**src/rtl/vcb_pkg.sv**
```systemverilog
// rtl/vcb_pkg.sv - shared types and constants for the binary-to-BCD converter
package vcb_pkg;

  typedef enum logic {IDLE, SHIFT} state_t;

  localparam int WIDTH_DEF  = 10;
  localparam int DIGITS_DEF = 3;

  function automatic logic [31:0] bcd_all_nines(input int digits);
    logic [31:0] r;
    r = '0;
    for (int i = 0; i < 8; i++)
      if (i < digits) r[4*i +: 4] = 4'h9;
    return r;
  endfunction

  function automatic longint unsigned pow10(input int digits);
    longint unsigned r;
    r = 1;
    for (int i = 0; i < digits; i++) r = r * 10;
    return r;
  endfunction

  localparam logic [4*DIGITS_DEF-1:0] BCD_SAT = (4*DIGITS_DEF)'(bcd_all_nines(DIGITS_DEF));

endpackage

```
**src/rtl/vcb_bin2bcd_if.sv**
```systemverilog
// rtl/vcb_bin2bcd_if.sv - start/busy/done handshake bundle for vcb_bin2bcd
import vcb_pkg::*;

interface vcb_bin2bcd_if #(
  parameter int WIDTH  = WIDTH_DEF,
  parameter int DIGITS = DIGITS_DEF
);
  logic                  start;
  logic [WIDTH-1:0]      bin;
  logic                  busy;
  logic                  done;
  logic [4*DIGITS-1:0]   bcd;
  logic                  ovf;

  modport master (output start, bin, input busy, done, bcd, ovf);
  modport slave  (input start, bin, output busy, done, bcd, ovf);
endinterface

```
**src/rtl/vcb_bin2bcd_bcd_digit_adj.sv**
```systemverilog
// rtl/vcb_bin2bcd_bcd_digit_adj.sv - double-dabble nibble correction (add 3 when >= 5)
module bcd_digit_adj (
  input  logic [3:0] d,
  output logic [3:0] q
);
  // A corrected nibble never exceeds 12, so the 4-bit add cannot carry.
  assign q = (d >= 4'd5) ? d + 4'd3 : d;
endmodule

```
**src/rtl/vcb_bin2bcd.sv**
```systemverilog
// rtl/vcb_bin2bcd.sv - sequential shift-and-add-3 binary-to-BCD converter with saturation
import vcb_pkg::*;

module vcb_bin2bcd #(
  parameter int WIDTH  = WIDTH_DEF,
  parameter int DIGITS = DIGITS_DEF
) (
  input logic          clk,
  input logic          clr_n,
  vcb_bin2bcd_if.slave bus
);
  localparam int BW = 4 * DIGITS;
  localparam int RW = WIDTH + BW;
  localparam int CW = $clog2(WIDTH + 1);
  localparam logic [CW-1:0]     LAST = CW'(WIDTH - 1);
  localparam logic [BW-1:0]     SAT  = BW'(bcd_all_nines(DIGITS));
  localparam longint unsigned   MAXV = pow10(DIGITS) - 1;

  state_t          state;
  logic [RW-1:0]   work;
  logic [CW-1:0]   cnt;
  logic            ovf_pend;
  logic            busy_q, done_q, ovf_q;
  logic [BW-1:0]   bcd_q;
  logic [BW-1:0]   adj;
  logic [RW-1:0]   shifted;

  for (genvar g = 0; g < DIGITS; g++) begin : g_adj
    bcd_digit_adj u_adj (.d(work[WIDTH + 4*g +: 4]), .q(adj[4*g +: 4]));
  end

  // The top corrected bit is always zero for in-range counts, so dropping it is lossless.
  assign shifted = {adj[BW-2:0], work[WIDTH-1:0], 1'b0};

  always_ff @(posedge clk or negedge clr_n) begin
    if (!clr_n) begin
      state    <= IDLE;
      work     <= '0;
      cnt      <= '0;
      ovf_pend <= 1'b0;
      busy_q   <= 1'b0;
      done_q   <= 1'b0;
      ovf_q    <= 1'b0;
      bcd_q    <= '0;
    end else begin
      done_q <= 1'b0;
      case (state)
        IDLE: begin
          if (bus.start) begin
            work     <= {BW'(0), bus.bin};
            cnt      <= '0;
            ovf_pend <= 64'(bus.bin) > MAXV;
            busy_q   <= 1'b1;
            state    <= SHIFT;
          end
        end
        SHIFT: begin
          work <= shifted;
          cnt  <= cnt + 1'b1;
          if (cnt == LAST) begin
            bcd_q  <= ovf_pend ? SAT : shifted[RW-1 -: BW];
            ovf_q  <= ovf_pend;
            done_q <= 1'b1;
            busy_q <= 1'b0;
            state  <= IDLE;
          end
        end
        default: state <= IDLE;
      endcase
    end
  end

  assign bus.busy = busy_q;
  assign bus.done = done_q;
  assign bus.bcd  = bcd_q;
  assign bus.ovf  = ovf_q;

endmodule

```
**src/flat_wrapper.sv**
```systemverilog
// flat-port wrapper written by rule: the top's interface ports become plain ports
module vcb_bin2bcd_flat 
#(
  parameter int WIDTH  = WIDTH_DEF,
  parameter int DIGITS = DIGITS_DEF
)
  (clk, clr_n, bus_start, bus_bin, bus_busy, bus_done, bus_bcd, bus_ovf);
  vcb_bin2bcd_if #(.WIDTH(WIDTH), .DIGITS(DIGITS)) bus_i ();
  input logic clk;
  input logic clr_n;
  input wire logic [$bits(bus_i.start)-1:0] bus_start;
  input wire logic [$bits(bus_i.bin)-1:0] bus_bin;
  output wire logic [$bits(bus_i.busy)-1:0] bus_busy;
  output wire logic [$bits(bus_i.done)-1:0] bus_done;
  output wire logic [$bits(bus_i.bcd)-1:0] bus_bcd;
  output wire logic [$bits(bus_i.ovf)-1:0] bus_ovf;
  assign bus_i.start = bus_start;
  assign bus_i.bin = bus_bin;
  assign bus_busy = bus_i.busy;
  assign bus_done = bus_i.done;
  assign bus_bcd = bus_i.bcd;
  assign bus_ovf = bus_i.ovf;
  vcb_bin2bcd #(.WIDTH(WIDTH), .DIGITS(DIGITS)) u_core (.clk(clk), .clr_n(clr_n), .bus(bus_i));
endmodule
```
**config.mk**
```make
export PLATFORM = sky130hd
export DESIGN_NAME = vcb_bin2bcd_flat
export DESIGN_NICKNAME = d
export VERILOG_FILES = /design/src/rtl/vcb_pkg.sv /design/src/rtl/vcb_bin2bcd_if.sv /design/src/rtl/vcb_bin2bcd_bcd_digit_adj.sv /design/src/rtl/vcb_bin2bcd.sv /design/src/flat_wrapper.sv
export SDC_FILE = /design/constraint.sdc
export NUM_CORES = 1
export LEC_CHECK = 0
export CELL_PAD_IN_SITES_DETAIL_PLACEMENT = 1
export CELL_PAD_IN_SITES_GLOBAL_PLACEMENT = 2
export CORE_MARGIN = 1.5
export CORE_UTILIZATION = 35
export CTS_CLUSTER_SIZE = 30
export DETAILED_ROUTE_END_ITERATION = 6
export GPL_ROUTABILITY_DRIVEN = 0
export PLACE_DENSITY_LB_ADDON = 0.2
export SYNTH_ARGS = -nofsm -noshare
export SYNTH_HDL_FRONTEND = slang
export SYNTH_HIERARCHICAL = 1
export SYNTH_SLANG_ARGS = --single-unit
```
**constraint.sdc**
```tcl
create_clock -name clk -period 1.9 [get_ports clk]
set_clock_uncertainty 0.15 [all_clocks]
set_input_delay 0.38 -clock clk [delete_from_list [all_inputs] [get_ports clk]]
set_output_delay 0.38 -clock clk [all_outputs]
set_load 0.1 [all_outputs]
```
==> flow_summary.json <==
{
  "crit_start": "u_core/work[14]$_DFFE_PN0P_",
  "cp_max_fo": 5,
  "cp_cell_sequence": "inv_1 > ha_1 > nand2b_1 > a21oi_2 > mux2i_1 > nand2b_1 > o21ai_1",
  "maxCapViolations": 0,
  "r2r_cells": 7,
  "final_nets": 252,
  "drive_gt1_share_pct": 15.2,
  "place_inst": 295,
  "place_hpwl_um": 3200,
  "end_kind": "flip-flop",
  "finalNonFillerCells": 303,
  "port_buffers": 27,
  "drc": 0,
  "area_delta_synth_final_pct": 28.5,
  "r2r_setup_slack_ps": 150,
  "tns_ps": 0,
  "antenna_found_initial": 0,
  "crit_end": "u_core/bus.bcd[6]$_DFFE_PN0P_",
  "grt_pass1_wl_um": 7400,
  "power_mw": 5.25,
  "syn_area_um2": 2080,
  "cp_data_arrival_time_ps": 1820,
  "grt_pass1_vias": 1576,
  "ant_nets": 0,
  "drt-initial-drc-count": 48,
  "relSlewSlack_pct": 59.9,
  "wl_um": 4280,
  "layout_commonest_cell": "dfrtp_1",
  "slowest_delay_ps": 440,
  "synth_fp_nets": 221,
  "syn_avg_cell_area_um2": 10.4,
  "setup_viol": 0,
  "die_w_um": 80.1,
  "rr_endpoint": "u_core/bus.bcd[6]$_DFFE_PN0P_",
  "grt_max_degree": 28,
  "cts_sinks": 43,
  "cp-start-kind": "flip-flop",
  "cp_common_cell": "nand2b_1",
  "cts_max_level": 2,
  "cts_tree": "yes",
  "ir_drop_uv": 736,
  "vias_per_cell": 4.87,
  "crit_type": "reg -> reg",
  "cts_resized": 0,
  "maxSlewViolCount": 0,
  "first_pass_iters": 3,
  "seq_area_um2": 1080,
  "yosysWarnings": 6,
  "reg2reg_from": "u_core/work[14]$_DFFE_PN0P_",
  "fmax_mhz": 572,
  "fp-row-count": 27,
  "worst_slew_pin_slew_ps": 601,
  "vias": 1475,
  "cp_slowest_cell": "dfrtp_1",
  "start_util_pct": 37.1,
  "io_pins": 28,
  "diodes": 0,
  "multi_input_area_um2": 902,
  "post_cts_buffers": 0,
  "wl_per_cell_um": 14.1,
  "netlist_instances": 200,
  "outcome": "finished clean",
  "p_leak_nw": 1.26,
  "core_um2": 5610,
  "grt_usage_pct": 15.1,
  "hold_path_startpoint": "u_core/work[3]$_DFFE_PN0P_",
  "grt-ovfl-total": 0,
  "path_clk_slew_ps": 80,
  "nFillCells": 631,
  "hold_buffers": 1,
  "post-route-period-util_pct": 92.0,
  "fp.dieArea_um2": 6410,
  "hold_class": "reg -> reg",
  "clkLatencyLatePin_ps": 290,
  "final_hold_viol_count": 0,
  "rsz0062_at_grt": "no",
  "p_per_area_nw_per_um2": 1960,
  "cts_buffer_depth": 2,
  "crit_required_ps": 1970,
  "die_y_um": 80.1,
  "finish.utilization_pct": 47.7,
  "cts_made_buffers": 5,
  "layout_common_cells": "43 x dfrtp_1, 34 x nand2_1, 18 x o21ai_1",
  "layout_min_cycle_time_ps": 1750,
  "cts_root_buf": "clkbuf_8"
}
[stage by stage]
stage                     hold WS [ps]  setup WS, ps  cell area, um^2
after CTS                          342           136             2670
after floorplan                  -65.6           351             2080
after detailed placement           201          24.1             2570
after global placement             196          57.8             2570
final                              337           151             2670
after global routing               368          21.7             2670
[worst min path at each step]
stage / end / slack, ps / cells past startpoint
detailed placement: u_core/bus.bcd[11]$_DFFE_PN0P_ / 200 / 1
global route: u_core/work[4]$_DFFE_PN0P_ / 370 / 2
floorplan: u_core/bus.bcd[0]$_DFFE_PN0P_ / -70 / 0
finish: u_core/work[4]$_DFFE_PN0P_ / 340 / 2
global placement: u_core/bus.bcd[11]$_DFFE_PN0P_ / 200 / 1
CTS: u_core/work[4]$_DFFE_PN0P_ / 340 / 2
[flip-flops by register name (all words and copies together) (netlist names)]
register,flops
u_core/bus.busy,1
u_core/ovf_pend,1
u_core/bus.bcd,12
u_core/work,22
u_core/state,1
u_core/bus.done,1
u_core/bus.ovf,1
u_core/cnt,4
[metal layers]
layer | global-route usage [%] | routed length (um) | vias to the layer above
li1 | - | - | 731
met1 | 17.1 | 1890 | 712
met2 | 27.6 | 2170 | 26
met3 | 3.52 | 166 | 6
met4 | 4.66 | 54 | 0
met5 | 0 | 0 | -
[area by class of cell]
| class | instances | share of cell area, % |
|---|---|---|
| Sequential cell | 43 | 40.3 |
| Multi-Input combinational cell | 138 | 33.8 |
| Timing Repair Buffer | 34 | 18.1 |
| Tap cell | 72 | 3.37 |
| Clock buffer | 6 | 3.09 |
| Inverter | 9 | 1.26 |
| Clock inverter | 1 | 0.187 |
[worst max-delay path: cells and delay by family, from the launching register on]
| family | cells | cell delay, ps |
|---|---|---|
| AOI/OAI and AO/OA | 2 | 330 |
| adders and majority gates | 1 | 210 |
| buffers and inverters | 1 | 80 |
| DFF | 1 | 440 |
| muxes | 1 | 270 |
| and+or+nand+nor | 2 | 200 |
[power by group]
group	switching [mW]	leakage [nW]	internal [mW]	total, mW
Combinational	1.73	0.660	1.23	2.95
Clock	0.304	0.0470	0.286	0.590
Sequential	0.414	0.551	1.29	1.71
Total	2.44	1.26	2.81	5.25
No activity file was read; power rests on OpenSTA's default activity.
